**config.mk**
```make
export PLATFORM = sky130hd
export DESIGN_NAME = cr_prefix_fe_cmp_multi_flat
export DESIGN_NICKNAME = d
export VERILOG_FILES = /design/src/rtl/cr_prefix_fe_cmp_multi_if.sv /design/src/rtl/cr_prefix_fe_cmp_multi.sv /design/src/flat_wrapper.sv
export SDC_FILE = /design/constraint.sdc
export NUM_CORES = 1
export LEC_CHECK = 0
export ABC_AREA = 1
export BUFFER_PORTS_ARGS = -buffer_cell sky130_fd_sc_hd__clkbuf_2
export CAP_MARGIN = 15
export CELL_PAD_IN_SITES_DETAIL_PLACEMENT = 1
export CELL_PAD_IN_SITES_GLOBAL_PLACEMENT = 2
export CORE_ASPECT_RATIO = 1.4
export CORE_MARGIN = 1.5
export CORE_UTILIZATION = 28
export CTS_BUF_LIST = sky130_fd_sc_hd__clkbuf_4 sky130_fd_sc_hd__clkbuf_8
export DETAILED_ROUTE_END_ITERATION = 16
export PLACE_DENSITY = 0.87
export SYNTH_ARGS = -nofsm -noshare
export SYNTH_HDL_FRONTEND = slang
export SYNTH_SLANG_ARGS = --single-unit
```
**constraint.sdc**
```tcl
create_clock -name clk -period 1.8 [get_ports clk]
set_input_delay 0.36 -clock clk [delete_from_list [all_inputs] [get_ports clk]]
set_output_delay 0.36 -clock clk [all_outputs]
set_load 0.005 [all_outputs]
```
**src/rtl/cr_prefix_fe_cmp_multi_if.sv**
```systemverilog
// Character stream, per-channel match configuration and registered feature
// outputs of the multi-channel prefix compare front end.
interface cr_prefix_fe_cmp_multi_if #(
    parameter int NUM_CH = 4,
    parameter int DATA_W = 8,
    parameter int CNT_W  = 4
);
    logic [DATA_W-1:0]        char_in;
    logic                     char_valid;
    logic                     char_eop;
    logic [NUM_CH*DATA_W-1:0] match_lo;
    logic [NUM_CH*DATA_W-1:0] match_hi;
    logic [NUM_CH*3-1:0]      cmp_type;
    logic [NUM_CH*CNT_W-1:0]  run_thresh;

    logic                     char_valid_r;
    logic                     eop_r;
    logic [NUM_CH-1:0]        cmp_r;
    logic [NUM_CH-1:0]        run_hit_r;
    logic [NUM_CH-1:0]        frame_hit_r;
    logic [NUM_CH*CNT_W-1:0]  run_cnt_r;

    modport master (
        output char_in, char_valid, char_eop, match_lo, match_hi, cmp_type, run_thresh,
        input  char_valid_r, eop_r, cmp_r, run_hit_r, frame_hit_r, run_cnt_r
    );

    modport slave (
        input  char_in, char_valid, char_eop, match_lo, match_hi, cmp_type, run_thresh,
        output char_valid_r, eop_r, cmp_r, run_hit_r, frame_hit_r, run_cnt_r
    );
endinterface

```
**src/rtl/cr_prefix_fe_cmp_multi.sv**
```systemverilog
// Multi-channel prefix comparator: per-channel compare modes, saturating
// run-length counting with threshold hits and a per-frame sticky hit summary.
module cr_prefix_fe_cmp_multi #(
    parameter int NUM_CH = 4,
    parameter int DATA_W = 8,
    parameter int CNT_W  = 4
) (
    input  logic                         clk,
    input  logic                         rst,
    cr_prefix_fe_cmp_multi_if.slave      bus
);
    typedef enum logic [2:0] {
        MODE_EQ    = 3'd0,
        MODE_GTEQ  = 3'd1,
        MODE_LT    = 3'd2,
        MODE_EQOP  = 3'd3,
        MODE_RANGE = 3'd4,
        MODE_NEQ   = 3'd5
    } cmp_mode_t;

    typedef enum logic {
        IDLE,
        IN_FRAME
    } frame_state_t;

    frame_state_t      state_q, state_d;
    logic [CNT_W-1:0]  cnt_q   [NUM_CH];
    logic [CNT_W-1:0]  cnt_nxt [NUM_CH];
    logic [NUM_CH-1:0] sticky_q;
    logic [NUM_CH-1:0] cmp_c;
    logic [NUM_CH-1:0] hit_c;
    logic              eop_valid;

    assign eop_valid = bus.char_valid & bus.char_eop;

    function automatic logic compare(input logic [2:0] mode, input logic [DATA_W-1:0] x,
                                     input logic [DATA_W-1:0] lo, input logic [DATA_W-1:0] hi);
        logic r;
        r = 1'b0;
        case (cmp_mode_t'(mode))
            MODE_EQ, MODE_EQOP: r = (x == lo);
            MODE_GTEQ:          r = (x >= lo);
            MODE_LT:            r = (x < lo);
            MODE_RANGE:         r = (x >= lo) && (x <= hi);
            MODE_NEQ:           r = (x != lo);
            default:            r = 1'b0;
        endcase
        return r;
    endfunction

    always_comb begin
        state_d = state_q;
        case (state_q)
            IDLE:     if (bus.char_valid && !bus.char_eop) state_d = IN_FRAME;
            IN_FRAME: if (eop_valid) state_d = IDLE;
            default:  state_d = IDLE;
        endcase
    end

    // Bubbles leave cnt_nxt equal to the held count, so the output register
    // can always load cnt_nxt.
    always_comb begin
        cmp_c = '0;
        hit_c = '0;
        for (int unsigned c = 0; c < NUM_CH; c++) begin
            logic [2:0]       mode;
            logic [CNT_W-1:0] thr;
            logic [CNT_W-1:0] thr_eff;
            mode       = bus.cmp_type[c*3 +: 3];
            thr        = bus.run_thresh[c*CNT_W +: CNT_W];
            thr_eff    = (thr == '0) ? CNT_W'(1) : thr;
            cnt_nxt[c] = cnt_q[c];
            if (bus.char_valid) begin
                cmp_c[c] = compare(mode, bus.char_in,
                                   bus.match_lo[c*DATA_W +: DATA_W],
                                   bus.match_hi[c*DATA_W +: DATA_W]);
                if (cmp_c[c]) begin
                    if (cnt_q[c] != '1) cnt_nxt[c] = cnt_q[c] + CNT_W'(1);
                end else if (cmp_mode_t'(mode) != MODE_EQOP) begin
                    cnt_nxt[c] = '0;
                end
                hit_c[c] = cmp_c[c] && (cnt_nxt[c] >= thr_eff);
            end
        end
    end

    always_ff @(posedge clk or posedge rst) begin
        if (rst) begin
            state_q          <= IDLE;
            sticky_q         <= '0;
            bus.char_valid_r <= 1'b0;
            bus.eop_r        <= 1'b0;
            bus.cmp_r        <= '0;
            bus.run_hit_r    <= '0;
            bus.frame_hit_r  <= '0;
            bus.run_cnt_r    <= '0;
            for (int unsigned c = 0; c < NUM_CH; c++) cnt_q[c] <= '0;
        end else begin
            state_q          <= state_d;
            bus.char_valid_r <= bus.char_valid;
            bus.eop_r        <= eop_valid;
            bus.cmp_r        <= cmp_c;
            bus.run_hit_r    <= hit_c;
            bus.frame_hit_r  <= sticky_q | hit_c;
            for (int unsigned c = 0; c < NUM_CH; c++) begin
                bus.run_cnt_r[c*CNT_W +: CNT_W] <= cnt_nxt[c];
                cnt_q[c] <= eop_valid ? '0 : cnt_nxt[c];
            end
            sticky_q <= eop_valid ? '0 : (sticky_q | hit_c);
        end
    end
endmodule

```
**src/flat_wrapper.sv**
```systemverilog
// flat-port wrapper written by rule: the top's interface ports become plain ports
module cr_prefix_fe_cmp_multi_flat 
#(
    parameter int NUM_CH = 4,
    parameter int DATA_W = 8,
    parameter int CNT_W  = 4
)
  (clk, rst, bus_char_in, bus_char_valid, bus_char_eop, bus_match_lo, bus_match_hi, bus_cmp_type, bus_run_thresh, bus_char_valid_r, bus_eop_r, bus_cmp_r, bus_run_hit_r, bus_frame_hit_r, bus_run_cnt_r);
  cr_prefix_fe_cmp_multi_if #(.NUM_CH(NUM_CH), .DATA_W(DATA_W), .CNT_W(CNT_W)) bus_i ();
  input  logic clk;
  input  logic rst;
  input wire logic [$bits(bus_i.char_in)-1:0] bus_char_in;
  input wire logic [$bits(bus_i.char_valid)-1:0] bus_char_valid;
  input wire logic [$bits(bus_i.char_eop)-1:0] bus_char_eop;
  input wire logic [$bits(bus_i.match_lo)-1:0] bus_match_lo;
  input wire logic [$bits(bus_i.match_hi)-1:0] bus_match_hi;
  input wire logic [$bits(bus_i.cmp_type)-1:0] bus_cmp_type;
  input wire logic [$bits(bus_i.run_thresh)-1:0] bus_run_thresh;
  output wire logic [$bits(bus_i.char_valid_r)-1:0] bus_char_valid_r;
  output wire logic [$bits(bus_i.eop_r)-1:0] bus_eop_r;
  output wire logic [$bits(bus_i.cmp_r)-1:0] bus_cmp_r;
  output wire logic [$bits(bus_i.run_hit_r)-1:0] bus_run_hit_r;
  output wire logic [$bits(bus_i.frame_hit_r)-1:0] bus_frame_hit_r;
  output wire logic [$bits(bus_i.run_cnt_r)-1:0] bus_run_cnt_r;
  assign bus_i.char_in = bus_char_in;
  assign bus_i.char_valid = bus_char_valid;
  assign bus_i.char_eop = bus_char_eop;
  assign bus_i.match_lo = bus_match_lo;
  assign bus_i.match_hi = bus_match_hi;
  assign bus_i.cmp_type = bus_cmp_type;
  assign bus_i.run_thresh = bus_run_thresh;
  assign bus_char_valid_r = bus_i.char_valid_r;
  assign bus_eop_r = bus_i.eop_r;
  assign bus_cmp_r = bus_i.cmp_r;
  assign bus_run_hit_r = bus_i.run_hit_r;
  assign bus_frame_hit_r = bus_i.frame_hit_r;
  assign bus_run_cnt_r = bus_i.run_cnt_r;
  cr_prefix_fe_cmp_multi #(.NUM_CH(NUM_CH), .DATA_W(DATA_W), .CNT_W(CNT_W)) u_core (.clk(clk), .rst(rst), .bus(bus_i));
endmodule
```
* Yosys cells after proc, flatten, opt, wreduce, memory -nomap -nowiden
Index checks and enable logic that the tools add are counted.
Cells by class: add/sub/neg operators 4, muxes and demuxes 45, magnitude comparators 16, eq/ne operators 36, reductions and logical operators 20, bitwise operators 2
Operator list (number):
- $mux W4 | 29
- $eq A8 B8 Y1 | 4
- $ge A8 B8 Y1 | 4
- $le A8 B8 Y1 | 4
- $lt A8 B8 Y1 | 4
- $ne A8 B8 Y1 | 4
- $eq A3 B2 Y1 const B | 8
- $eq A3 B3 Y1 const B | 8
- $pmux W1 S5 | 4
- $add A4 B1 Y4 const B | 4
- $ge A4 B4 Y1 | 4
- $logic_not A4 Y1 | 4
- $ne A4 B4 Y1 const B | 4
- $eq A3 B1 Y1 const B | 4
- $logic_not A3 Y1 | 4
- $mux W1 | 12
- $ne A3 B2 Y1 const B | 4
- $logic_and A1 B1 Y1 | 8
- $reduce_or A2 Y1 | 4
- $or A4 B4 Y4 | 1
- $and A1 B1 Y1 | 1
Word-level totals: output and inout bits 30, input bits 104, register bits after elaboration 50, logic and storage cells 134

* Logic depth before layout (Yosys ltp)
Gate-level depths: netlist of the first run.
depth in word-level cells 11, mapped depth 22, mapped depth without buffers 22

* Least setup slack after synthesis of the first run
OpenSTA, ideal clock, no wires.
kind in2reg, start point in bus_match_lo[15], end point reg u_core.sticky_q[1], arrival 2.295 ns, path buffers 0, data required time 1.653 ns, setup time 0.147 ns, stages 18, setup slack -0.641 ns, path through inv_1 > ha_1 > a21o_1 > nor2_2 > nand3_2 > nand2_2 > nand2_2 > inv_4 > nand3_4 > nand2_2 > nand2_1 > ha_1 > inv_1 > nor2_1 > o211ai_1 > nand3_1 > nand3_2 > a21oi_1
On the way: cells in the longest elaborated chain, start to end 11, elaborated cells on any way between the ends 14, classes of those cells order compare (3); eq/ne (2); mux (6); bitwise (1); reduce/logical (2)
RTL lines:
- start, declared | RTL line flat_wrapper.sv:15 | input wire logic [$bits(bus_i.match_lo)-1:0] bus_match_lo;
- $ge A8 B8 Y1 | RTL line cr_prefix_fe_cmp_multi.sv:42, cr_prefix_fe_cmp_multi.sv:44
- $logic_and A1 B1 Y1 | RTL line cr_prefix_fe_cmp_multi.sv:44 | MODE_RANGE: r = (x >= lo) && (x <= hi);
- $pmux W1 S5 * | RTL line cr_prefix_fe_cmp_multi.sv:40 | case (cmp_mode_t'(mode))
- $mux W1 * | RTL line cr_prefix_fe_cmp_multi.sv:73 | if (bus.char_valid) begin
- $mux W4 | RTL line cr_prefix_fe_cmp_multi.sv:77 | if (cmp_c[c]) begin
- $mux W4 | RTL line cr_prefix_fe_cmp_multi.sv:73
- $ge A4 B4 Y1 | RTL line cr_prefix_fe_cmp_multi.sv:82 | hit_c[c] = cmp_c[c] && (cnt_nxt[c] >= thr_eff);
- $logic_and A1 B1 Y1 * | RTL line cr_prefix_fe_cmp_multi.sv:82
- $mux W1 * | RTL line cr_prefix_fe_cmp_multi.sv:73
- $or A4 B4 Y4 * | RTL line cr_prefix_fe_cmp_multi.sv:109 | sticky_q <= eop_valid ? '0 : (sticky_q | hit_c);
- $mux W4 * | RTL line cr_prefix_fe_cmp_multi.sv:109
- end signal, assigned | RTL line cr_prefix_fe_cmp_multi.sv:109
- end, declared | RTL line cr_prefix_fe_cmp_multi.sv:29 | logic [NUM_CH-1:0] sticky_q;
Every way passes the cells marked *; elsewhere a longest branch is shown, timed or not. The select of a mux whose other input is x is not followed.

* Worst setup path in the final report of the first run
start point in bus_char_in[3], end point reg u_core.sticky_q[0]
On the way: cells in the longest elaborated chain, start to end 11, elaborated cells on any way between the ends 15, classes of those cells order compare (4); eq/ne (2); mux (6); bitwise (1); reduce/logical (2)
RTL lines:
- start, declared | RTL line flat_wrapper.sv:12 | input wire logic [$bits(bus_i.char_in)-1:0] bus_char_in;
- $ge A8 B8 Y1 or $le A8 B8 Y1 (tied branches) | RTL line cr_prefix_fe_cmp_multi.sv:42, cr_prefix_fe_cmp_multi.sv:44
- $logic_and A1 B1 Y1 | RTL line cr_prefix_fe_cmp_multi.sv:44
- $pmux W1 S5 * | RTL line cr_prefix_fe_cmp_multi.sv:40
- $mux W1 * | RTL line cr_prefix_fe_cmp_multi.sv:73
- $mux W4 | RTL line cr_prefix_fe_cmp_multi.sv:77
- $mux W4 | RTL line cr_prefix_fe_cmp_multi.sv:73
- $ge A4 B4 Y1 | RTL line cr_prefix_fe_cmp_multi.sv:82
- $logic_and A1 B1 Y1 * | RTL line cr_prefix_fe_cmp_multi.sv:82
- $mux W1 * | RTL line cr_prefix_fe_cmp_multi.sv:73
- $or A4 B4 Y4 * | RTL line cr_prefix_fe_cmp_multi.sv:109
- $mux W4 * | RTL line cr_prefix_fe_cmp_multi.sv:109
Marked as above.

==> results of run 1 <==
state kept, by name, indices dropped and copies added (netlist names):
register and cells:
u_core.bus.char_valid_r 1, u_core.bus.cmp_r 4, u_core.bus.eop_r 1, u_core.bus.frame_hit_r 4, u_core.bus.run_cnt_r 16, u_core.bus.run_hit_r 4
u_core.cnt_q 16, u_core.sticky_q 4
cell usage in the layout, fill, tap and decap left out, drive strengths merged:
cell type  count
xor2           4
a21o          11
clkbuf       130
buf          103
and2           4
a21oi         33
nand4         29
a31o           4
clkinvlp       1
inv          173
o211ai         4
clkinv         2
a31oi          4
dfrtp         50
nor3          13
o21ai         10
nand3         44
ha            84
nor2          71
nand2        165
routing by layer:
layer / vias to the layer above / global-route usage / wire [um]
met1: 2481 / 0.180 / 6480
met2: 93 / 0.307 / 8780
met3: 15 / 0.0168 / 461
met5: - / 0 / 0
li1: 2701 / - / -
met4: 0 / 0.0424 / 267
synthesized netlist by cell type:
library cell     n  area [um2]
nor2_1          47         176
o211ai_1         4        30.0
o21ai_0          8        40.0
nor2_2          19         119
nand4_4          4        85.1
o21ai_2          1        8.76
buf_4            2        15.0
dlygate4sd1_1    1        8.76
clkbuf_1         3        11.3
a21oi_1         30         150
inv_1          155         582
nand4_1         25         156
a31o_2           4        35.0
a21o_1          11        82.6
o21ai_4          1        16.3
nand3_1         12        60.1
a31oi_1          4        25.0
ha_1            84        1050
nand3_2         24         240
a21oi_4          3        48.8
nand3_4          8         140
inv_4            3        18.8
nand2_1        122         458
xor2_1           4        35.0
nand2_2         43         269
and2_1           4        25.0
nor3_1          13        65.1
inv_2           15        56.3
nor2_4           5        56.3
dfrtp_1         50        1250
power groups by stage:
| stage | logic, W | registers [W] | clock network [W] |
|---|---|---|---|
| floorplan | 0.000924 | 0.00131 | 0 |
| global placement | 0.00153 | 0.00130 | 0 |
| detailed placement | 0.00158 | 0.00131 | 0 |
| CTS | 0.00173 | 0.00128 | 0.000745 |
| global route | 0.00208 | 0.00129 | 0.000783 |
| finish | 0.00185 | 0.00128 | 0.000706 |
metrics by stage:
stage                     setup slack (ns)  area (um2)   util  hold WS (ns)
after floorplan                     -0.570        5510      -         0.391
after global placement              -0.970        7100  0.382         0.411
after detailed placement             -1.08        7100  0.382         0.414
after CTS                           -0.602        7570  0.407        0.0627
after global routing                -0.732        7940  0.427        0.0825
final                               -0.550        7940  0.427        0.0622
worst max path at each step:
stage / cells past startpoint / from / slack [ns] / to
3_3_place_gp: 16 / bus_char_in[4] / -0.97 / u_core.sticky_q[2]$_DFF_PP0_
3_5_place_dp: 22 / bus_char_in[0] / -1.08 / u_core.sticky_q[2]$_DFF_PP0_
6_report: 21 / bus_char_in[3] / -0.55 / u_core.sticky_q[0]$_DFF_PP0_
4_1_cts: 17 / bus_char_in[7] / -0.60 / u_core.sticky_q[2]$_DFF_PP0_
2_1_floorplan: 17 / bus_char_in[0] / -0.57 / u_core.sticky_q[2]$_DFF_PP0_
5_1_grt: 22 / bus_char_in[3] / -0.73 / u_core.sticky_q[0]$_DFF_PP0_
worst max-delay path, delay by kind of cell:
| kind | cells | cell delay [ns] |
|---|---|---|
| AO/OA/AOI/OAI | 2 | 0.22 |
| adder cells (fa/ha/maj) | 2 | 0.51 |
| buffers and inverters | 5 | 0.53 |
| AND/OR/NAND/NOR | 12 | 0.95 |
area by class of cell:
type / count / area, um2 / share of cell area
multi-input combinational: 480 / 4080 / 0.514
timing repair buffer: 228 / 1530 / 0.193
sequential: 50 / 1250 / 0.158
inverter: 173 / 668 / 0.0842
tap: 244 / 305 / 0.0385
clock buffer: 5 / 68.8 / 0.00867
clock inverter: 3 / 28.8 / 0.00363
what timing repair did:
action,in CTS,in global routing
endpoints found under the setup margin,44,44
resized for setup,58,79
setup buffers,10,13
pin swaps,35,56
cell families (layout without fill, tap and decap cells):
group | count (synthesis) | in the layout | synth area share
AND/OR/NAND/NOR | 326 | 326 | 0.348
buffers and inverters | 179 | 409 | 0.130
flip-flops | 50 | 50 | 0.235
adder cells (fa/ha/maj) | 84 | 84 | 0.198
AO/OA/AOI/OAI | 66 | 66 | 0.0821
XOR/XNOR | 4 | 4 | 0.00659
==> impl_metrics.py, run 1 <==
metrics = {
    "routing": {
        "drc": 0,
        "vias": 5290,
        "firstDrtPassIters": 4,
        "drtAntennaViolNets": 0,
        "wl_per_cell_um": 13.5,
        "via_per_inst": 4.47,
        "dr.first_iter.drc_count": 72,
        "drt-total-wl_mm": 16.0,
    },
    "pwr": {
        "netSwitchingFraction": 0.377,
        "pwr-share-clk": 0.184,
        "powerDensity_nw_per_um2": 484,
        "p_int_w": 0.00239,
        "p_seq_frac": 0.334,
        "ir_drop_uv": 334,
        "p_switching_w": 0.00145,
        "p_leak_nw": 4.40,
        "p_comb_frac": 0.482,
        "total_power_w": 0.00384,
    },
    "sta": {
        "timing.slew.headroom": 0.733,
        "worst_slack_ns": -0.550,
        "tns_ns": -6.40,
        "min_period_ns": 2.35,
        "finalMaxSlewViolations": 0,
        "period_share": 1.31,
        "setup_violations": 24,
        "hold_viol": 0,
        "clock.fmax_ghz": 0.425,
        "rsz0062_at_grt": "yes",
        "worst_pin_slew_ns": 0.396,
        "finClkSkew_ns": 0.00910,
    },
    "global_route": {
        "grt_max_degree": 51,
        "antenna_found_initial": 0,
        "first_global_vias": 5446,
        "grt_pass1_wl_mm": 25.6,
        "grt_usage": 0.158,
        "gr-total-overflow": 0,
    },
    "yosys": {
        "syn_area_um2": 5320,
        "synth_cell_types": 30,
        "synth_cells": 709,
        "yosysSeqAreaShare": 0.235,
        "syn_nets": 897,
        "synth-seq-cells": 50,
        "yosys_warnings": 0,
        "syn_avg_cell_area_um2": 7.50,
    },
    "layout": {
        "areaGrowthSynthToFinish_pct": 49.3,
        "fin_cells": 1183,
        "diodes": 0,
        "fin_nets": 1126,
        "fillers": 2319,
        "drive_above_1_share": 0.507,
    },
    "setup_path": {
        "path_common_cell": "nand2_2",
        "worst_ep_required_time_ns": 2.05,
        "worstPathCellList": "buf_12 > buf_8 > ha_4 > nand2_2 > inv_2 > nand2_1 > nand2_1 > nand2_2 > nand3_4 > nand2_2 > nand2_2 > inv_4 > nand3_4 > buf_4 > nand2_2 > nand2_2 > ha_4 > o211ai_1 > nand3_1 > nand3_2 > a21oi_2",
        "crit_fanout": 6,
        "max_stage_delay_ns": 0.27,
        "r2r_end": "u_core.sticky_q[0]$_DFF_PP0_",
        "r2r_setup_slack_ns": -0.39,
        "start_kind": "input port",
        "timing.rr.start": "u_core.cnt_q[12]$_DFF_PP0_",
        "crit_path_end_kind": "register",
        "slowest_stage": "ha_4",
        "worstPathArrival_ns": 2.60,
        "reg2regPathDepth": 14,
        "critPathKind": "in2reg",
    },
    "cts": {
        "cts_tree": "yes",
        "root_buffer": "clkbuf_8",
        "clk_latency_ns": 0.32,
        "cts.hold.buffers_added": 0,
        "cts_buffers": 5,
        "cts.sinks": 50,
        "clk_pin_slew_ns": 0.10,
        "htree_levels": 2,
        "cts_max_path_buffers": 2,
    },
    "floorplanning": {
        "io_pins": 134,
        "die_area_um2": 19800,
        "core_area_um2": 18600,
        "fp.dieH_um": 166,
        "start_util": 0.286,
        "rows": 59,
        "fp.dieW_um": 119,
    },
    "hold_path": {
        "min_path_type": "in2async",
    },
    "flow_run": {
        "drv_cap": 0,
    },
    "outcome": {
        "violations": "setup timing",
        "outcome": "finished with violations",
    },
    "place": {
        "port_buffers": 133,
        "hpwl_mm": 12.8,
        "placed_cells": 1159,
        "gp_routability_congestion": 0.781,
    },
}
(Power assumes the default switching activity.)
==> run 2: changes to the inputs <==
--- a/config.mk
+++ b/config.mk
@@ -10,7 +10,7 @@
 export CAP_MARGIN = 15
 export CELL_PAD_IN_SITES_DETAIL_PLACEMENT = 1
 export CELL_PAD_IN_SITES_GLOBAL_PLACEMENT = 2
-export CORE_ASPECT_RATIO = 1.4
+export CORE_ASPECT_RATIO = 1.5
 export CORE_MARGIN = 1.5
 export CORE_UTILIZATION = 28
 export CTS_BUF_LIST = sky130_fd_sc_hd__clkbuf_4 sky130_fd_sc_hd__clkbuf_8
==> run 2 against run 1 <==
The run still ends with setup timing left. Clock skew up 0.0061 ns. Die area about the same. Sequential share of layout area shrank 0.079 points. First-iteration DRC count grew 6.9%. Combinational power about the same. Critical path depth down 4. Worst setup slack got worse by 0.028 ns. Register-to-register slack better by 0.05 ns. Sequential power hardly changed. Cell area increased by 0.50%. Power is 6.3% higher.
==> impl_metrics.py, run 2 (synthesis gave the netlist of run 1 again) <==
metrics = {
    "setup_path": {
        "worstPathArrival_ns": 2.64,
        "crit_family": "simple AND/OR/NAND/NOR gates",
        "max_stage_delay_ns": 0.27,
        "worst_ep_required_time_ns": 2.06,
        "cp_num_buf_inv": 3,
        "crit_path_end_kind": "register",
        "path_common_cell": "nand2_4",
        "crit_fanout": 6,
        "critPathKind": "in2reg",
        "slowest_stage": "ha_4",
        "start_kind": "input port",
        "worstPathCellList": "clkbuf_16 > buf_8 > ha_4 > nand2_4 > nor2_4 > nand4_4 > a21oi_4 > nand3_4 > nand2_4 > nand2_4 > ha_4 > inv_2 > nor2_2 > o211ai_1 > nand3_1 > nand3_2 > a21oi_2",
    },
    "sta": {
        "rsz0062_at_grt": "yes",
        "clock.fmax_ghz": 0.420,
        "min_period_ns": 2.38,
        "worst_pin_slew_ns": 0.443,
        "finalMaxSlewViolations": 0,
        "hold_viol": 0,
        "timing.slew.headroom": 0.704,
        "worst_slack_ns": -0.579,
        "finClkSkew_ns": 0.0152,
        "period_share": 1.32,
        "setup_violations": 31,
    },
    "cts": {
        "cts_tree": "yes",
        "cts.sinks": 50,
        "clk_pin_slew_ns": 0.11,
        "clk_latency_ns": 0.32,
        "htree_levels": 2,
        "cts_max_path_buffers": 2,
        "cts.hold.buffers_added": 0,
        "root_buffer": "clkbuf_8",
        "cts_buffers": 5,
    },
    "floorplanning": {
        "fp.dieW_um": 116,
        "core_area_um2": 18500,
        "rows": 61,
        "io_pins": 134,
        "fp.dieH_um": 172,
        "start_util": 0.287,
        "die_area_um2": 19800,
    },
    "layout": {
        "layout_commonest_cell": "inv_1",
        "drive_above_1_share": 0.494,
        "areaGrowthSynthToFinish_pct": 50.0,
        "top_regs": "u_core.bus.run_cnt_r x16, u_core.cnt_q x16",
        "fin_nets": 1132,
        "final_cell_mix": "130 x inv_1, 123 x clkbuf_2, 104 x nand2_1, 81 x buf_4, 53 x ha_1",
        "diodes": 0,
        "fin_area_um2": 7980,
    },
    "global_route": {
        "first_global_vias": 5475,
        "grt_max_degree": 22,
        "grt_pass1_wl_mm": 24.9,
        "antenna_found_initial": 0,
        "gr-total-overflow": 0,
        "grt_usage": 0.159,
    },
    "place": {
        "placed_area_um2": 7120,
        "dp_slack_ns": -1.10,
        "hpwl_mm": 12.7,
        "gp_routability_congestion": 0.797,
        "port_buffers": 133,
    },
    "flow_run": {
        "drv_cap": 0,
    },
    "outcome": {
        "outcome": "finished with violations",
        "violations": "setup timing",
    },
    "routing": {
        "firstDrtPassIters": 4,
        "drt-total-wl_mm": 15.8,
        "vias": 5289,
        "dr.first_iter.drc_count": 77,
        "drc": 0,
        "wl_per_cell_um": 13.2,
        "via_per_inst": 4.42,
        "drtAntennaViolNets": 0,
    },
    "pwr": {
        "ir_drop_uv": 368,
        "p_leak_nw": 4.45,
        "powerDensity_nw_per_um2": 512,
    },
    "hold_path": {
        "min_path_type": "in2async",
    },
}
## run 2: cell count changes in the layout (fill, tap and decap cells not counted), moves of 3 or more
cell     before  now
ha_1         47   53
inv_2        34   37
buf_6        11   17
nand2_2      58   50
nand2_1      96  104
ha_4         36   31
## run 2: what timing repair did
| item | in CTS | in global routing |
|---|---|---|
| gates cloned | 0 | 0 |
| buffers inserted | 17 | 11 |
| resized for setup | 60 | 67 |
| setup endpoints to repair | 44 | 44 |
| pin swaps | 56 | 62 |
## run 2: through the flow
| step | setup TNS (ns) | utilization | power (W) | std cells | hold slack (ns) |
|---|---|---|---|---|---|
| 6_report | -7.56 | 0.430 | 0.00408 | 1197 | 0.00956 |
| 2_1_floorplan | -6.41 | - | 0.00223 | 709 | 0.391 |
| 5_1_grt | -12.66 | 0.430 | 0.00439 | 1197 | 0.0454 |
| 3_3_place_gp | -26.34 | 0.384 | 0.00283 | 1168 | 0.366 |
| 3_5_place_dp | -27.69 | 0.384 | 0.00288 | 1168 | 0.381 |
| 4_1_cts | -7.74 | 0.415 | 0.00402 | 1193 | 0.0149 |
## run 2: layout make-up
class                   instances  area [um2]
clock buffers                   5        68.8
clock inverters                 3        68.8
fillers                      2269       10600
inverters                     173         666
multi-input cells             480        3980
flip-flops and latches         50        1250
well taps                     252         315
repair buffers                234        1630
## run 2: worst reg2reg max path, stage by stage, from the launching register on
cell,delay (ns)
dfrtp_1,0.37
ha_1,0.17
nand2_1,0.05
inv_1,0.10
nand2_1,0.11
o21ai_0,0.30
nand2_4,0.11
nand2_4,0.09
ha_4,0.20
inv_2,0.05
nor2_2,0.04
o211ai_1,0.17
nand3_1,0.11
nand3_2,0.11
a21oi_2,0.05
## run 2: worst paths after layout
path	from	to	slack (ns)	cells after the start
hold / removal	rst	u_core.bus.run_cnt_r[2]$_DFF_PP0_	0.01	2
min in group clk	bus_char_valid	u_core.bus.char_valid_r$_DFF_PP0_	0.43	2
setup / recovery	bus_char_in[5]	u_core.sticky_q[3]$_DFF_PP0_	-0.58	17
hold reg to reg	u_core.sticky_q[1]$_DFF_PP0_	u_core.bus.frame_hit_r[1]$_DFF_PP0_	0.47	2
setup reg to reg	u_core.cnt_q[0]$_DFF_PP0_	u_core.sticky_q[3]$_DFF_PP0_	-0.34	14
max in group asynchronous	rst	u_core.bus.cmp_r[2]$_DFF_PP0_	1.24	3
## run 2: where the power goes
group,switching [W],internal (W)
clock,0.000411,0.000557
sequential,0.0000442,0.00123
combinational,0.000969,0.000866
total,0.00142,0.00266
## run 2: routing by layer
layer	part of all wire	global-route usage
met1	0.40	0.177
met2	0.56	0.313
met3	0.023	0.0127
met4	0.016	0.0451
met5	0	0
